$ cat src/rtl/operand_fetch_stage.sv
// ID/EX pipeline register: resolves source operands (zero reg, EX forward, WB forward, bank read),
// detects load-use hazards and holds one instruction under valid/ready handshaking.
module operand_fetch_stage #(
    parameter int DATA_WIDTH = 64,
    parameter int ADDR_WIDTH = 6,
    parameter int OPC_WIDTH  = 11,
    parameter int ZERO_REG   = 31,
    parameter int CNT_WIDTH  = 16
) (
    input  logic                  clock,
    input  logic                  reset_n,
    input  logic                  in_valid,
    output logic                  in_ready,
    input  logic [OPC_WIDTH-1:0]  in_opcode,
    input  logic [ADDR_WIDTH-1:0] in_src_1,
    input  logic [ADDR_WIDTH-1:0] in_src_2,
    input  logic                  in_use_1,
    input  logic                  in_use_2,
    input  logic [ADDR_WIDTH-1:0] in_dest,
    input  logic                  in_write,
    input  logic [DATA_WIDTH-1:0] rf_data_1,
    input  logic [DATA_WIDTH-1:0] rf_data_2,
    input  logic                  ex_write,
    input  logic [ADDR_WIDTH-1:0] ex_dest,
    input  logic                  ex_is_load,
    input  logic [DATA_WIDTH-1:0] ex_data,
    input  logic                  wb_write,
    input  logic [ADDR_WIDTH-1:0] wb_dest,
    input  logic [DATA_WIDTH-1:0] wb_data,
    input  logic                  flush,
    output logic                  out_valid,
    input  logic                  out_ready,
    output logic [OPC_WIDTH-1:0]  out_opcode,
    output logic [DATA_WIDTH-1:0] out_operand_1,
    output logic [DATA_WIDTH-1:0] out_operand_2,
    output logic [ADDR_WIDTH-1:0] out_dest,
    output logic                  out_write,
    output logic [CNT_WIDTH-1:0]  stall_count
);

    localparam logic [ADDR_WIDTH-1:0] ZERO_ADDR = ADDR_WIDTH'(ZERO_REG);

    logic [DATA_WIDTH-1:0] operand_1;
    logic [DATA_WIDTH-1:0] operand_2;
    logic                  ex_fwd_ok;
    logic                  hit_1;
    logic                  hit_2;
    logic                  hazard;
    logic                  capture;

    // A load in EX has no data yet, so it never forwards; WB forwarding covers the
    // bank write that only lands at the same edge as this capture.
    function automatic logic [DATA_WIDTH-1:0] resolve(
        input logic [ADDR_WIDTH-1:0] src,
        input logic [DATA_WIDTH-1:0] rf_val,
        input logic                  ex_ok,
        input logic [ADDR_WIDTH-1:0] ex_d,
        input logic [DATA_WIDTH-1:0] ex_val,
        input logic                  wb_w,
        input logic [ADDR_WIDTH-1:0] wb_d,
        input logic [DATA_WIDTH-1:0] wb_val
    );
        logic [DATA_WIDTH-1:0] result;
        if (src == ZERO_ADDR) begin
            result = '0;
        end else if (ex_ok && (ex_d == src)) begin
            result = ex_val;
        end else if (wb_w && (wb_d == src)) begin
            result = wb_val;
        end else begin
            result = rf_val;
        end
        return result;
    endfunction

    assign ex_fwd_ok = ex_write && !ex_is_load;

    always_comb begin
        operand_1 = resolve(in_src_1, rf_data_1, ex_fwd_ok, ex_dest, ex_data,
                            wb_write, wb_dest, wb_data);
        operand_2 = resolve(in_src_2, rf_data_2, ex_fwd_ok, ex_dest, ex_data,
                            wb_write, wb_dest, wb_data);
    end

    assign hit_1   = in_use_1 && (ex_dest == in_src_1);
    assign hit_2   = in_use_2 && (ex_dest == in_src_2);
    assign hazard  = in_valid && ex_write && ex_is_load && (ex_dest != ZERO_ADDR) &&
                     (hit_1 || hit_2);
    assign in_ready = (!out_valid || out_ready) && !hazard && !flush;
    assign capture  = in_valid && in_ready;

    always_ff @(posedge clock or negedge reset_n) begin
        if (!reset_n) begin
            out_opcode    <= '0;
            out_operand_1 <= '0;
            out_operand_2 <= '0;
            out_dest      <= '0;
            out_write     <= 1'b0;
        end else if (capture) begin
            out_opcode    <= in_opcode;
            out_operand_1 <= operand_1;
            out_operand_2 <= operand_2;
            out_dest      <= in_dest;
            out_write     <= in_write;
        end
    end

    always_ff @(posedge clock or negedge reset_n) begin
        if (!reset_n) begin
            out_valid <= 1'b0;
        end else if (flush) begin
            out_valid <= 1'b0;
        end else if (capture) begin
            out_valid <= 1'b1;
        end else if (out_ready) begin
            out_valid <= 1'b0;
        end
    end

    always_ff @(posedge clock or negedge reset_n) begin
        if (!reset_n) begin
            stall_count <= '0;
        end else if (hazard && (stall_count != {CNT_WIDTH{1'b1}})) begin
            stall_count <= stall_count + CNT_WIDTH'(1);
        end
    end

endmodule

$ cat config.mk
export PLATFORM = sky130hd
export DESIGN_NAME = operand_fetch_stage
export DESIGN_NICKNAME = d
export VERILOG_FILES = /design/src/rtl/operand_fetch_stage.sv
export SDC_FILE = /design/constraint.sdc
export NUM_CORES = 1
export LEC_CHECK = 0
export ABC_AREA = 1
export CAP_MARGIN = 20
export CORE_AREA = 2 2 183 185
export CTS_CLUSTER_DIAMETER = 200
export CTS_CLUSTER_SIZE = 14
export DETAILED_ROUTE_END_ITERATION = 12
export DIE_AREA = 0 0 185 187
export PLACE_DENSITY = 0.66
export SLEW_MARGIN = 10
export SYNTH_ARGS = -nofsm -noshare
export SYNTH_HDL_FRONTEND = slang
export SYNTH_SLANG_ARGS = --single-unit
$ cat constraint.sdc
create_clock -name clock -period 1.5 [get_ports clock]
set_input_delay 0.15 -clock clock [delete_from_list [all_inputs] [get_ports clock]]
set_output_delay 0.15 -clock clock [all_outputs]
set_load 0.01 [all_outputs]
# --- Word level (Yosys, flattened, before mapping) ---
# Cells that the tools add are included.
word_totals:
  ff_bits: 163
  latch_bits: 0
  mem_bits_rw: 0
  romBits: 0
  in_bits: 308
  output_inout_bits: 164
  elab_cells: 47
  mem_count: 0
op_classes:
  n_addsub: 1
  multipliers: 0
  n_div: 0
  n_lt_le_gt_ge: 0
  n_eq_ne: 8
  n_shift: 0
  mux: 9
  n_bitwise: 0
  reduce_logical: 22
op_table:
  columns: ["operator", "n"]
  rows:
  - ["$mux W64", 6]
  - ["$eq A6 B6 Y1", 4]
  - ["$add A16 B1 Y16 const B", 1]
  - ["$ne A16 B16 Y1 const B", 1]
  - ["$logic_and A1 B1 Y1", 15]
  - ["$eq A6 B5 Y1 const B", 2]
  - ["$ne A6 B5 Y1 const B", 1]
  - ["$logic_not A1 Y1", 4]
  - ["$mux W1", 3]
  - ["$reduce_bool A3 Y1", 1]
  - ["$logic_or A1 B1 Y1", 2]

# --- Depth between registers and ports, before layout ---
# Gate-level depths: netlist of the first run.
logic_depth:
  depth_word: 10
  mapped_depth: 12
  ltp_nobuf: 10

# --- Worst setup path after synthesis of the first run ---
# No wires, ideal clock.
synth_timing:
  path_kind: "flip-flop to flip-flop"
  start: "register stall_count[0]"
  end: "register stall_count[8]"
  setup_time_ns: 0.117
  arrival_ns: 1.563
  required_time_ns: 1.383
  path_slack_ns: -0.179
  stages_incl_launch_ff: 10
  n_path_buf: 1
  synth_period_minus_slack_ns: 1.679
  cell_sequence: "dfrtp_1 -> ha_1 -> nand3_1 -> nor4_2 -> nand2_1 -> nand3_2 -> inv_2 -> buf_2 -> nand2_1 -> nand2_1"
synth_via:
  elab_chain_cells: 2
  word_cells_on_any_way: 3
  cone_classes: "add/sub: 1; eq/ne: 1; reduce/logical: 1"
synth_lines:
  columns: ["item", "line", "text"]
  rows:
  - ["start, declared", "38", "output logic [CNT_WIDTH-1:0] stall_count"]
  - ["start signal, assigned", "124", "stall_count <= stall_count + CNT_WIDTH'(1);"]
  - ["parallel branches: the longest is 2 deep, another holds $add A16 B1 Y16", null, null]
# Several ways; the timed one is not identified.
# A chain may end at the register's enable or synchronous reset.

# --- Worst setup path in the final report of the first run ---
layout_timing:
  start: "register stall_count[1]"
  end: "register stall_count[0]"
layout_via:
  elab_chain_cells: 2
layout_lines:
  columns: ["item", "line", "text"]
  rows:
  - ["$ne A16 B16 Y1", "123", "end else if (hazard && (stall_count != {CNT_WIDTH{1'b1}})) begin"]
  - ["$logic_and A1 B1 Y1", "123", null]
# No other way between the ends.

==> out/results.ini, run 1 <==
[setup_path]
cp_top_family=simple AND/OR/NAND/NOR gates
timing.rr.end=stall_count[0]$_DFFE_PN0P_
cp-end-kind=flop
worst-path-max-fanout=8
r2r_cells=7
worstSetupPathType=flop to flop
slowest_delay_ns=0.40
required_ns=1.87
timing.rr.start=stall_count[1]$_DFFE_PN0P_
reg2reg_slack_ns=0.005
crit_top_cell=nand3_4
critical_path_arrival_ns=1.86
startpoint_type=flop
crit_chain=ha_4 -> nand3_4 -> nor4_4 -> nand2_2 -> nand3_4 -> buf_8 -> xnor2_2
slowest_stage=dfrtp_1
crit_buf_inv=1

[synth]
synth_area_per_cell_um2=6.789
syn_area_mm2=0.01023
synth_warnings=0
synth_most_common_cell=nand2_1
synth_edf_count=0
synth-main-ff-cell=dfrtp_1
synth_top_cell_by_area=dfrtp_1
synth_area_leaders=dfrtp_1, nand2_1, nand3_1
synth_nets=1816
ys_ff_latch=163
synthTopCellsByCount=nand2_1, nand3_1, dfrtp_1, o21ai_1, a21oi_1
syn_inst=1507
yosysTopAreaCellShare_pct=39.87
seq_area_frac_synth_pct=39.87
async_reset_ff_share_pct=100.0
yosysUniqueCellTypes=26

[global_routing]
grt_usage_pct=26.84
antenna_found_initial=7
grt_pass1_vias=12390
grt_overflow=0
grt_pass1_wl_mm=70.84
grt_max_degree=45

[clocking]
clockRootBuffer=clkbuf_16
cts_tree=built
cts_num_sinks=163
clock_path_buffers=2
clk_pin_slew_ns=0.08
clk_latency_ns=0.44
numCtsBuffers=17
cts_htree_levels=4

[power_and_ir_drop]
switching_share_pct=32.23
finalPower_uw=14840
switching_power_uw=4784
leakage_uw=0.009224
peakVddDrop_uv=740.6
p_comb_share_pct=31.7
intPower_uw=10060
power_density_mw_per_mm2=834.3
clkPwrFrac_pct=31.7
p_seq_share_pct=36.6

[final_layout]
regArea_mm2=0.004081
final_cell_area_mm2=0.01779
final.fill_count=3159
layout-drive-gt1-share_pct=14.01
num-nets-final=2366
multi_input_area_mm2=0.005349
area_growth_syn_to_layout_pct=73.91

[sta]
finalSetupViolCount=0
maxClockFrequency_mhz=668.7
relSlewSlack_pct=68.73
fin_ws_ns=0.004561
tightest_slew_ns=0.4691
rsz0062_at_grt=true
slew_violations=0
hold_violations=0
fin_skew_ns=0.01174
fin_crit_ns=1.495
period_share_pct=99.70

[job]
max_cap_violations=0

[floorplan]
fp.coreArea_mm2=0.03286
io_pins=472
die-area_mm2=0.03460
die_h_um=187
initial_utilization_pct=31.13
die_x_um=185
num_rows=67

[place]
place_hpwl_mm=33.66
dp_slack_ns=-0.6456
place_area_mm2=0.01638
io_buffers=471
gp_congestion=0.9467

[hold_path]
min_path_type=primary input to async pin

[route]
wl_per_cell_um=19.08
vias=12770
antenna_left=0
firstDrtPassIters=5
drt_iter0_drc=1052
drcViolationCount=0
drt-vias-per-instance=5.061
wl_mm=48.15

[run_status]
outcome=complete, no violations

## timing repair
action / 4_1_cts / 5_1_grt
endpoints found under the setup margin: 299 / 168
hold endpoints to repair: 32 / 0
pin swaps: 23 / 25
cloned: 10 / 7
gates resized for setup: 215 / 103
hold buffers: 1 / 0
buffers inserted: 21 / 9
## worst max path at each step
| stage | to | start | cells after the start |
|---|---|---|---|
| after detailed placement | out_dest[3]$_DFFE_PN0P_ | ex_dest[4] | 13 |
| final | stall_count[0]$_DFFE_PN0P_ | stall_count[1]$_DFFE_PN0P_ | 7 |
| after global placement | out_dest[4]$_DFFE_PN0P_ | in_src_2[1] | 13 |
| after CTS | stall_count[15]$_DFFE_PN0P_ | stall_count[1]$_DFFE_PN0P_ | 8 |
| after global routing | stall_count[5]$_DFFE_PN0P_ | stall_count[1]$_DFFE_PN0P_ | 8 |
| after floorplan | stall_count[8]$_DFFE_PN0P_ | stall_count[1]$_DFFE_PN0P_ | 9 |
## state kept, by name, indices dropped and copies added (netlist names)
name	cells
out_operand_1	64
out_operand_2	64
stall_count	16
out_opcode	11
out_dest	6
out_valid	1
out_write	1
## through the flow
stage                     TNS [ns]  instances  hold slack, ns  utilization [%]
after floorplan             -1.644       1507         -0.1456                -
after global placement      -92.75       2440          0.1147            49.86
after detailed placement    -93.52       2440          0.1216            49.86
after CTS                  -0.5236       2504          0.2082            53.16
after global routing       -0.3535       2521          0.2280            54.13
final                            0       2523          0.2004            54.15
## power groups by stage
stage | clock network, uW | logic, uW | registers [uW]
after floorplan | 0 | 1340 | 5810
after global placement | 0 | 4780 | 5510
after detailed placement | 0 | 4810 | 5520
after CTS | 4810 | 4630 | 5430
after global routing | 4990 | 5060 | 5510
final | 4710 | 4700 | 5440
## worst reg2reg max path: stages (launching register included)
cell	delay, ns
dfrtp_1	0.40
ha_4	0.17
nand3_4	0.11
nor4_4	0.19
nand2_2	0.12
nand3_4	0.15
buf_8	0.17
xnor2_2	0.12
## logic make-up (layout without fill, tap and decap cells)
family / after synthesis / in the layout / synth area share (%)
AO/OA/AOI/OAI: 288 / 288 / 14.11
AND/OR/NAND/NOR: 813 / 813 / 33.92
adder cells (fa/ha/maj): 1 / 1 / 0.1223
buffers and inverters: 225 / 788 / 10.52
flip-flops: 163 / 163 / 39.87
XOR/XNOR: 17 / 17 / 1.455
other: 0 / 5 / 0
## metal layers
metal  GRT usage, %  wire length [um]  up-vias
li1               -                 -     6077
met1          32.61             19050     5876
met2          44.22             22570      703
met3          7.379              4631      108
met4          11.94              1875        4
met5              0                24        -
## placed cells by master, fill, tap and decap left out, types with 17 or more instances in the layout
cell / synthesis / layout
a21oi_1: 131 / 130
buf_12: 0 / 46
buf_4: 10 / 96
clkbuf_16: 0 / 24
clkdlybuf4s50_1: 0 / 281
dfrtp_1: 163 / 161
dlygate4sd2_1: 0 / 140
dlymetal6s2s_1: 0 / 28
inv_1: 109 / 102
nand2_1: 503 / 483
nand2_2: 0 / 17
nand3_1: 267 / 264
o21ai_1: 147 / 149
## area by class of cell
cell class / instances / share of cell area (%)
multi-input cells: 1119 / 30.06
inverters: 115 / 2.468
clock buffers: 18 / 2.468
well taps: 448 / 3.150
clock inverters: 14 / 0.9352
diodes: 5 / 0.07032
repair buffers: 641 / 37.91
flip-flops and latches: 163 / 22.94
Power figures use the tool's default switching activity.
==> inputs of run 2 (changes only) <==
Settings changed: CTS_CLUSTER_SIZE 14 to 25.
==> results of run 2 <==
Same layout as run 1: the final DEF is identical, and so are final timing and power.
==> inputs of run 3 (changes only) <==
Settings changed: CELL_PAD_IN_SITES_DETAIL_PLACEMENT from default to 0, CELL_PAD_IN_SITES_GLOBAL_PLACEMENT from default to 1, CORE_AREA 2 2 183 185 to default, CORE_MARGIN from default to 2, CORE_UTILIZATION from default to 26, DIE_AREA 0 0 185 187 to default, PLACE_DENSITY 0.66 to default, PLACE_DENSITY_LB_ADDON from default to 0.25.
==> out/results.ini, run 3 (same netlist as run 1, synthesis figures left out) <==
[place]
place_hpwl_mm=35.34
place_area_mm2=0.01650
io_buffers=471
gp_congestion=0.8525
dp_slack_ns=-0.7531

[setup_path]
worst-path-max-fanout=3
slowest_stage=dfrtp_2
worstSetupPathType=flop to primary output
slowest_delay_ns=0.42
startpoint_type=flop
critical_path_arrival_ns=1.30
required_ns=1.35
cp-end-kind=primary output
cp_top_family=buffers and inverters
crit_buf_inv=2
crit_chain=buf_4 -> dlygate4sd2_1

[clocking]
clockRootBuffer=clkbuf_16
clock_path_buffers=2
cts_htree_levels=4
numCtsBuffers=17
cts_num_sinks=163
clk_pin_slew_ns=0.07
cts_tree=built
clk_latency_ns=0.46

[global_routing]
grt_pass1_wl_mm=73.77
antenna_found_initial=10
grt_max_degree=51
grt_usage_pct=23.51
grt_pass1_vias=12360
grt_overflow=0

[sta]
fin_crit_ns=1.453
rsz0062_at_grt=true
period_share_pct=96.86
tns_ns=0
finalSetupViolCount=0
relSlewSlack_pct=61.61
fin_skew_ns=0.01101
maxClockFrequency_mhz=688.3
slew_violations=0
fin_ws_ns=0.04708
tightest_slew_ns=0.5758
hold_violations=0
whs_ns=0.2224

[power_and_ir_drop]
leakage_uw=0.008897
peakVddDrop_uv=811.5
finalPower_uw=15100
power_density_mw_per_mm2=853.5

[floorplan]
io_pins=472
die-area_mm2=0.04095
fp.coreArea_mm2=0.03874
die_x_um=202.4
die_h_um=202.4
initial_utilization_pct=26.41
num_rows=72

[route]
antenna_left=0
drt-vias-per-instance=4.826
wl_per_cell_um=19.87
drcViolationCount=0
firstDrtPassIters=5
drt_iter0_drc=688
wl_mm=51.32
vias=12460

[job]
max_cap_violations=0

[final_layout]
layout_common_cells=nand2_1, clkdlybuf4s50_1, nand3_1
area_growth_syn_to_layout_pct=72.94
num-nets-final=2352
final.fill_count=3952
top_regs=out_operand_1 (64), out_operand_2 (64), stall_count (16)
layout_commonest_cell=nand2_1
final_cell_area_mm2=0.01769
layout-drive-gt1-share_pct=11.92

[hold_path]
min_path_type=primary input to async pin

[run_status]
outcome=complete, no violations

run 3: changes by cell type in the layout (fill, tap and decap cells not counted), moves of 3 or more:
cell / previous run / this run
clkbuf_2: 14 / 5
dlymetal6s2s_1: 28 / 3
nand2_1: 483 / 496
bufinv_16: 2 / 5
diode_2: 5 / 8
clkdlybuf4s15_1: 2 / 8
clkbuf_16: 24 / 27
nand2_2: 17 / 4
buf_4: 96 / 82
o21ai_2: 3 / 0
dlygate4sd2_1: 140 / 172
run 3: final timing paths:
check	start	to	slack, ns	cells past startpoint
setup / recovery	stall_count[4]$_DFFE_PN0P_	stall_count[4]	0.05	2
hold / removal	reset_n	out_operand_2[14]$_DFFE_PN0P_	0.22	2
setup reg to reg	stall_count[2]$_DFFE_PN0P_	stall_count[13]$_DFFE_PN0P_	0.09	7
hold reg to reg	out_operand_1[4]$_DFFE_PN0P_	out_operand_1[4]$_DFFE_PN0P_	0.48	2
max in group asynchronous	reset_n	out_operand_1[51]$_DFFE_PN0P_	0.66	3
min in group clock	in_opcode[10]	out_opcode[10]$_DFFE_PN0P_	0.23	3
run 3: repair_timing:
action,in CTS,in global routing
hold endpoints to repair,40,0
hold buffers,1,0
gates cloned,4,13
resized for setup,227,42
setup buffers,10,12
pin swaps,15,22
endpoints found under the setup margin,327,132
run 3: layout make-up:
type                    count  area (um^2)  area share (%)
repair buffers            627         6559           37.07
clock buffers              17        425.4           2.404
flip-flops and latches    163         4083           23.07
clock inverters            15        242.7           1.372
well taps                 518        648.1           3.663
diodes                      8        20.02          0.1131
inverters                 115        434.2           2.454
multi-input cells        1119         5281           29.85
run 3: worst register-to-register path: cells and delay by family, from the launching register on:
family                    cells  cell delay (ns)
AOI/OAI and AO/OA             1             0.06
xor gates and xnor gates      1             0.16
buffers and inverters         1             0.14
DFF                           1             0.42
and+or+nand+nor               4             0.51
run 3: layer usage:
layer | vias up | part of all wire [%] | GRT usage, %
met4 | 4 | 2.5 | 7.795
met5 | - | 0.053 | 0
li1 | 6036 | - | -
met3 | 81 | 8.3 | 5.788
met1 | 5790 | 41 | 29.31
met2 | 551 | 48 | 39.71
run 3: metrics by stage:
step           utilization [%]  std cells
2_1_floorplan                -       1507
3_3_place_gp             42.59       2507
3_5_place_dp             42.59       2507
4_1_cts                  44.54       2554
5_1_grt                  45.66       2580
6_report                 45.68       2582
run 3: report_power, final:
part	internal [uW]	switching [uW]
sequential	5060	369
combinational	2270	2230
clock	3010	2160
total	10300	4760
